<file path="config.mk">
export PLATFORM = sky130hd
export DESIGN_NAME = risc_fetch_queue_flat
export DESIGN_NICKNAME = d
export VERILOG_FILES = /design/src/rtl/risc_fetch_queue_pkg.sv /design/src/rtl/risc_fetch_queue_if.sv /design/src/rtl/risc_fetch_queue_fetch_byte_queue.sv /design/src/rtl/risc_fetch_queue.sv /design/src/flat_wrapper.sv
export SDC_FILE = /design/constraint.sdc
export NUM_CORES = 1
export LEC_CHECK = 0
export BUFFER_PORTS_ARGS = -buffer_cell sky130_fd_sc_hd__buf_2
export CAP_MARGIN = 20
export CORE_MARGIN = 8
export CORE_UTILIZATION = 29
export DETAILED_ROUTE_END_ITERATION = 10
export HOLD_SLACK_MARGIN = 0.08
export PLACE_DENSITY = 0.53
export SETUP_SLACK_MARGIN = 0.15
export SYNTH_ARGS = -nofsm -noshare
export SYNTH_HDL_FRONTEND = slang
export SYNTH_SLANG_ARGS = --single-unit
</file>
<file path="constraint.sdc">
create_clock -name clk -period 10.4 [get_ports clk]
set_clock_uncertainty 0.05 [all_clocks]
set_input_delay 0.52 -clock clk [delete_from_list [all_inputs] [get_ports clk]]
set_output_delay 0.52 -clock clk [all_outputs]
set_load 0.005 [all_outputs]
</file>
<file path="src/rtl/risc_fetch_queue_pkg.sv">
// Shared types and width helpers for the RISC8 fetch queue.
package risc_fetch_queue_pkg;
  typedef enum logic [1:0] {RUN, FLUSH, ALIGN} fetch_state_t;

  function automatic int bpw_of(int rom_width);
    return rom_width / 8;
  endfunction

  function automatic int w1(int n);
    return (n < 1) ? 1 : n;
  endfunction
endpackage

</file>
<file path="src/rtl/risc_fetch_queue_if.sv">
// ROM and decoder-side bus of the fetch queue; master = fetch unit.
interface risc_fetch_queue_if #(
  parameter int ROM_WIDTH       = 32,
  parameter int ADDR_WIDTH      = 16,
  parameter int MAX_INSTR_BYTES = 4
);
  import risc_fetch_queue_pkg::*;
  localparam int WW = ADDR_WIDTH - $clog2(bpw_of(ROM_WIDTH));
  localparam int LW = $clog2(MAX_INSTR_BYTES + 1);

  logic                         rom_en;
  logic [WW-1:0]                rom_addr;
  logic [ROM_WIDTH-1:0]         rom_data;
  logic                         redirect;
  logic [ADDR_WIDTH-1:0]        redirect_pc;
  logic [8*MAX_INSTR_BYTES-1:0] instr;
  logic [ADDR_WIDTH-1:0]        instr_pc;
  logic [LW-1:0]                instr_len;
  logic                         instr_valid;
  logic                         instr_ready;

  modport master (
    output rom_en, rom_addr, instr, instr_pc, instr_valid,
    input  rom_data, redirect, redirect_pc, instr_len, instr_ready
  );
  modport slave (
    input  rom_en, rom_addr, instr, instr_pc, instr_valid,
    output rom_data, redirect, redirect_pc, instr_len, instr_ready
  );
endinterface

</file>
<file path="src/rtl/risc_fetch_queue_fetch_byte_queue.sv">
// Circular byte buffer: up to BPW bytes pushed and up to MAX_INSTR_BYTES popped per cycle.
module fetch_byte_queue #(
  parameter int QUEUE_BYTES     = 8,
  parameter int BPW             = 4,
  parameter int MAX_INSTR_BYTES = 4
) (
  input  logic                                  clk,
  input  logic                                  rst,
  input  logic                                  flush,
  input  logic [BPW-1:0][7:0]                   push_data,
  input  logic [$clog2(BPW+1)-1:0]              push_cnt,
  input  logic [$clog2(MAX_INSTR_BYTES+1)-1:0]  pop_cnt,
  output logic [$clog2(QUEUE_BYTES):0]          count,
  output logic [MAX_INSTR_BYTES-1:0][7:0]       head
);
  localparam int PW = $clog2(QUEUE_BYTES);
  localparam int CW = PW + 1;

  logic [QUEUE_BYTES-1:0][7:0] mem;
  logic [PW-1:0]               rd_ptr, wr_ptr;

  always_ff @(posedge clk) begin
    if (rst || flush) begin
      rd_ptr <= '0;
      wr_ptr <= '0;
      count  <= '0;
    end else begin
      wr_ptr <= wr_ptr + PW'(push_cnt);
      rd_ptr <= rd_ptr + PW'(pop_cnt);
      count  <= count + CW'(push_cnt) - CW'(pop_cnt);
    end
  end

  // Storage is never cleared; only bytes below count are ever exposed.
  always_ff @(posedge clk)
    for (int j = 0; j < BPW; j++)
      if (!flush && j < int'(push_cnt)) mem[wr_ptr + PW'(j)] <= push_data[j];

  for (genvar i = 0; i < MAX_INSTR_BYTES; i++) begin : g_head
    assign head[i] = (CW'(i) < count) ? mem[rd_ptr + PW'(i)] : 8'h00;
  end
endmodule

</file>
<file path="src/rtl/risc_fetch_queue.sv">
// RISC8 fetch unit: ROM word prefetch into a byte queue, variable-length instruction head, redirects.
// Optional RISC_FETCH_PERF_EN adds stall/redirect performance counters.  Assumes BPW >= 2.
module risc_fetch_queue
  import risc_fetch_queue_pkg::*;
#(
  parameter int ROM_WIDTH       = 32,
  parameter int ADDR_WIDTH      = 16,
  parameter int QUEUE_BYTES     = 8,
  parameter int MAX_INSTR_BYTES = 4
) (
  input  logic               clk,
  input  logic               rst,
`ifdef RISC_FETCH_PERF_EN
  output logic [31:0]        perf_stall_cycles,
  output logic [31:0]        perf_redirects,
`endif
  risc_fetch_queue_if.master bus
);
  localparam int BPW = bpw_of(ROM_WIDTH);
  localparam int BW  = $clog2(BPW);
  localparam int SW  = w1(BW);
  localparam int WW  = ADDR_WIDTH - BW;
  localparam int LW  = $clog2(MAX_INSTR_BYTES + 1);
  localparam int PCW = $clog2(BPW + 1);
  localparam int CW  = $clog2(QUEUE_BYTES) + 1;

  fetch_state_t                       state;
  logic                               inflight, kill, fire, issue;
  logic [WW-1:0]                      fetch_word;
  logic [SW-1:0]                      skip, skip_now;
  logic [ADDR_WIDTH-1:0]              pc;
  logic [CW-1:0]                      count;
  logic [LW-1:0]                      pop_cnt;
  logic [PCW-1:0]                     push_cnt;
  logic [BPW-1:0][7:0]                push_data;
  logic [MAX_INSTR_BYTES-1:0][7:0]    head;

  assign bus.instr       = head;
  assign bus.instr_pc    = pc;
  assign bus.instr_valid = (bus.instr_len != '0) && (count >= CW'(bus.instr_len));
  assign bus.rom_en      = issue;
  assign bus.rom_addr    = fetch_word;

  // Space check counts bytes freed by this cycle's pop and bytes landing from the word in flight.
  always_comb begin
    fire      = bus.instr_valid && bus.instr_ready && !bus.redirect;
    pop_cnt   = fire ? bus.instr_len : '0;
    skip_now  = (state == ALIGN) ? skip : '0;
    push_cnt  = (inflight && !kill && !bus.redirect) ? PCW'(BPW) - PCW'(skip_now) : '0;
    push_data = bus.rom_data >> {skip_now, 3'b000};
    issue     = !rst && !bus.redirect &&
                (int'(count) - int'(pop_cnt) + ((inflight && !kill) ? BPW : 0) <= QUEUE_BYTES - BPW);
  end

  always_ff @(posedge clk) begin
    if (rst) begin
      state      <= RUN;
      inflight   <= 1'b0;
      kill       <= 1'b0;
      fetch_word <= '0;
      skip       <= '0;
      pc         <= '0;
    end else begin
      inflight <= issue;
      kill     <= bus.redirect;
      if (bus.redirect) begin
        state      <= FLUSH;
        pc         <= bus.redirect_pc;
        fetch_word <= bus.redirect_pc[ADDR_WIDTH-1:BW];
        skip       <= bus.redirect_pc[BW-1:0];
      end else begin
        if (issue) fetch_word <= fetch_word + WW'(1);
        if (fire)  pc <= pc + ADDR_WIDTH'(bus.instr_len);
        case (state)
          FLUSH:   if (issue) state <= ALIGN;
          ALIGN:   if (inflight) state <= RUN;
          default: state <= RUN;
        endcase
      end
    end
  end

  fetch_byte_queue #(
    .QUEUE_BYTES(QUEUE_BYTES), .BPW(BPW), .MAX_INSTR_BYTES(MAX_INSTR_BYTES)
  ) u_queue (
    .clk(clk), .rst(rst), .flush(bus.redirect),
    .push_data(push_data), .push_cnt(push_cnt), .pop_cnt(pop_cnt),
    .count(count), .head(head)
  );

`ifdef RISC_FETCH_PERF_EN
  always_ff @(posedge clk) begin
    if (rst) begin
      perf_stall_cycles <= '0;
      perf_redirects    <= '0;
    end else begin
      if (bus.instr_ready && !bus.instr_valid && perf_stall_cycles != '1)
        perf_stall_cycles <= perf_stall_cycles + 32'd1;
      if (bus.redirect && perf_redirects != '1)
        perf_redirects <= perf_redirects + 32'd1;
    end
  end
`endif
endmodule

</file>
<file path="src/flat_wrapper.sv">
// flat-port wrapper written by rule: the top's interface ports become plain ports
module risc_fetch_queue_flat import risc_fetch_queue_pkg::*;
#(
  parameter int ROM_WIDTH       = 32,
  parameter int ADDR_WIDTH      = 16,
  parameter int QUEUE_BYTES     = 8,
  parameter int MAX_INSTR_BYTES = 4
)
  (clk, rst, bus_rom_en, bus_rom_addr, bus_instr, bus_instr_pc, bus_instr_valid, bus_rom_data, bus_redirect, bus_redirect_pc, bus_instr_len, bus_instr_ready);
  risc_fetch_queue_if #(.ROM_WIDTH(ROM_WIDTH), .ADDR_WIDTH(ADDR_WIDTH), .MAX_INSTR_BYTES(MAX_INSTR_BYTES)) bus_i ();
  input  logic clk;
  input  logic rst;
  output wire logic [$bits(bus_i.rom_en)-1:0] bus_rom_en;
  output wire logic [$bits(bus_i.rom_addr)-1:0] bus_rom_addr;
  output wire logic [$bits(bus_i.instr)-1:0] bus_instr;
  output wire logic [$bits(bus_i.instr_pc)-1:0] bus_instr_pc;
  output wire logic [$bits(bus_i.instr_valid)-1:0] bus_instr_valid;
  input wire logic [$bits(bus_i.rom_data)-1:0] bus_rom_data;
  input wire logic [$bits(bus_i.redirect)-1:0] bus_redirect;
  input wire logic [$bits(bus_i.redirect_pc)-1:0] bus_redirect_pc;
  input wire logic [$bits(bus_i.instr_len)-1:0] bus_instr_len;
  input wire logic [$bits(bus_i.instr_ready)-1:0] bus_instr_ready;
  assign bus_rom_en = bus_i.rom_en;
  assign bus_rom_addr = bus_i.rom_addr;
  assign bus_instr = bus_i.instr;
  assign bus_instr_pc = bus_i.instr_pc;
  assign bus_instr_valid = bus_i.instr_valid;
  assign bus_i.rom_data = bus_rom_data;
  assign bus_i.redirect = bus_redirect;
  assign bus_i.redirect_pc = bus_redirect_pc;
  assign bus_i.instr_len = bus_instr_len;
  assign bus_i.instr_ready = bus_instr_ready;
  risc_fetch_queue #(.ROM_WIDTH(ROM_WIDTH), .ADDR_WIDTH(ADDR_WIDTH), .QUEUE_BYTES(QUEUE_BYTES), .MAX_INSTR_BYTES(MAX_INSTR_BYTES)) u_core (.clk(clk), .rst(rst), .bus(bus_i));
endmodule
</file>
==> summary.txt <==
Final layout
  • Antenna cells: 0
  • Nets: 1,183
  • Post-route insts no fill: 1,503
  • Fraction of final layout cells with drive strength greater than 1: 0.213
  • Final instance area: 10,400 µm²
  • Area grow syn2layout: 13.9%
  • Fill count: 3,307

Flow run
  • Max Cap Viol: 0

Die
  • Die X: 194 µm
  • Num ports: 119
  • Core area: 31,300 µm²
  • Die Y: 194 µm
  • Rows: 65
  • Starting Density: 0.292
  • Die footprint: 37,400 µm²

STA
  • Slew margin rel.: 0.162
  • # setup viols final: 0
  • Fmax: 200 MHz
  • Tightest Pin Transition: 1.26 ns
  • PnR worst setup slack: 5.41 ns
  • Final-report hold violation count: 0
  • Fin crit period: 4.99 ns
  • Setup TNS: 0 ns
  • RSZ-0062 raised after global routing: false
  • Final period util: 0.480
  • Max Slew Vio Count: 0

Route
  • Routed WL: 31,600 µm
  • DR vias/cell: 5.67
  • DRT iter0 DRCs: 815
  • Drt pass-1 iters: 5
  • Avg WL per Cell: 21.0 µm
  • Antenna-violating nets left: 0
  • Via count: 8,518
  • DR DRC count: 0

Global routing
  • Grt total ovfl: 0
  • Number of global-route vias before repair: 8,310
  • Largest net degree at the start of global routing: 63
  • Initial antenna violation count: 1
  • Overall Global Routing Usage: 0.164
  • First-pass GRT wire length: 49,900 µm

Synthesis
  • Register area share after synthesis: 0.241
  • Ys async rst share: 0
  • Number of enable flip-flop cells after synthesis: 0
  • Netlist cell types: 63
  • Synth Instances: 1,016
  • Mapped Area: 9140 µm²
  • Main flop type after synthesis: dfxtp_1
  • Synthesized area per cell: 8.99 µm²
  • Yosys reg bits: 110
  • YS warnings: 0
  • Mapped Nets: 1,103

Placement
  • Placer Congestion: 0.885
  • Placed Area: 10,100 µm²
  • Placed Cells: 1,481
  • Detail Placement HPWL: 24,900 µm
  • Buffers on Ports: 118
  • Pre-CTS setup slack: 5.51 ns

Clocking
  • Number of cells upsized or downsized after cts: 0
  • Clock transition at the registers of the reported paths: 0.07 ns
  • CTS tree: done
  • Skew-Pair Late Insertion Delay: 0.36 ns
  • Clock tree buffer depth: 2
  • Root Driver: clkbuf_16
  • H-tree depth: 3
  • Sink Count: 110
  • # Post-CTS Setup Buffers: 0
  • Post-CTS Hold Buffers: 0
  • CTS Buf Count: 9

Status
  • Status: completed

Worst setup path
  • Critical path cell sequence: ha_1, a211oi_1, o21a_1, nor3_1, nand2_1, ha_1, a21oi_1, xnor2_1, ha_1, ha_1, inv_1, ha_1, a41oi_1, nor2_1, buf_2
  • Top delay family on crit path: compound AO/OA/AOI/OAI gates
  • CP required: 9.83 ns
  • Critical path buffers and inverters: 2
  • Setup crit end kind: output port
  • Critical path class: flop to output port
  • CP peak stage delay: 0.75 ns
  • Crit. Startpoint: u_core.u_queue.count[2]
  • Critical R2R Launch: u_core.u_queue.count[2]
  • Crit path arrival time: 4.42 ns
  • Max FO, Critical Path: 10
  • CP Launch Type: flop
  • CP max stage cell: a41oi_1
  • Most frequent cell on the critical path: ha_1

Hold path
  • Start point of the worst min-delay path: bus_redirect_pc[2]
  • Hold Crit Class: input port to flop

Power
  • Pwr/cell area: 151 nW/µm²
  • Power Total: 0.00157 W
  • Peak VDD IR: 0.0000781 V
  • Leakage: 3.70 nW
per-stage QoR:
step                      hold slack [ns]   util
after floorplan                     0.453      -
after global placement              0.485  0.321
after detailed placement            0.492  0.321
after CTS                           0.376  0.330
after global routing                0.399  0.332
final                               0.387  0.332
routing by layer:
metal,routed length [µm],up-vias,global-route usage
met5,8,-,0
met4,312,2,0.0365
met3,2120,22,0.0325
met2,13800,305,0.248
met1,15400,4170,0.237
li1,-,4019,-
path summary, 6_finish.rpt:
path / slack [ns] / endpoint / cells after the start
worst min-delay path: 0.39 / u_core.bus.rom_addr[0] / 3
worst min register to register: 0.50 / u_core.bus.rom_addr[1] / 2
worst max-delay path: 5.41 / bus_rom_en / 15
worst max register to register: 5.98 / u_core.bus.rom_addr[12] / 17
report_power, final:
| part | leakage, nW | switching [W] | internal (W) |
|---|---|---|---|
| clock | 0.134 | 0.000173 | 0.000171 |
| sequential | 0.908 | 0.000136 | 0.000511 |
| combinational | 2.66 | 0.000280 | 0.000299 |
sequential cells by signal (all words and copies together), names as in the netlist, 2 cells and up:
signal,cells
u_core.skip,2
u_core.u_queue.mem,64
u_core.bus.instr_pc,16
u_core.u_queue.count,4
u_core.bus.rom_addr,14
u_core.u_queue.rd_ptr,3
u_core.state,2
u_core.u_queue.wr_ptr,3
cells in the final DEF (no fill, tap or decap), drive strengths merged, types with 39 or more instances in the layout:
| cell | n |
|---|---|
| dfxtp | 110 |
| mux4 | 64 |
| buf | 133 |
| mux2i | 95 |
| inv | 50 |
| nor2 | 96 |
| a21oi | 39 |
| a22oi | 63 |
| nand2 | 90 |
| o211ai | 47 |
Yosys cell counts (7+ instances only):
| cell type | count | area share |
|---|---|---|
| dfxtp_1 | 110 | 0.24 |
| a21boi_0 | 18 | 0.015 |
| a211oi_1 | 15 | 0.012 |
| o31a_1 | 7 | 0.0067 |
| inv_1 | 48 | 0.020 |
| buf_1 | 17 | 0.0070 |
| nor3_1 | 18 | 0.0099 |
| xor2_1 | 10 | 0.0096 |
| nand2b_1 | 9 | 0.0062 |
| xnor2_1 | 20 | 0.019 |
| nor2b_1 | 22 | 0.015 |
| a21oi_1 | 39 | 0.021 |
| nand4_1 | 7 | 0.0048 |
| nand3_1 | 16 | 0.0088 |
| or3_1 | 12 | 0.0082 |
| o21ai_1 | 10 | 0.0055 |
| ha_1 | 26 | 0.036 |
| o22ai_1 | 14 | 0.0096 |
| clkbuf_1 | 25 | 0.010 |
| mux2i_1 | 95 | 0.10 |
| mux4_2 | 64 | 0.16 |
| a31oi_1 | 7 | 0.0048 |
| nand2_1 | 90 | 0.037 |
| buf_2 | 24 | 0.013 |
| a22oi_1 | 63 | 0.052 |
| nor2_1 | 90 | 0.037 |
| o211ai_1 | 47 | 0.039 |
| o221ai_1 | 17 | 0.016 |
logic make-up (layout without fill, tap and decap cells):
group / after synthesis / after routing / share of synthesized area
and+or+nand+nor: 307 / 307 / 0.164
AOI/OAI and AO/OA: 263 / 263 / 0.206
muxes: 159 / 159 / 0.262
buffers and inverters: 115 / 200 / 0.0505
DFF: 110 / 110 / 0.241
adders and majority gates: 32 / 32 / 0.0487
xor gates and xnor gates: 30 / 30 / 0.0288
worst min-delay path, stage by stage:
cell and delay, ns:
buf_2 0.11, nand2_1 0.06, o22ai_1 0.06
layout make-up:
type | count | area (µm²) | area share
inverters | 49 | 184 | 0.0177
clock buffers | 12 | 246 | 0.0237
flip-flops and latches | 110 | 2210 | 0.212
repair buffers | 135 | 751 | 0.0721
multi-input cells | 791 | 6490 | 0.623
well taps | 402 | 503 | 0.0483
clock inverters | 4 | 30.0 | 0.00289
Power figures use the tool's default switching activity.
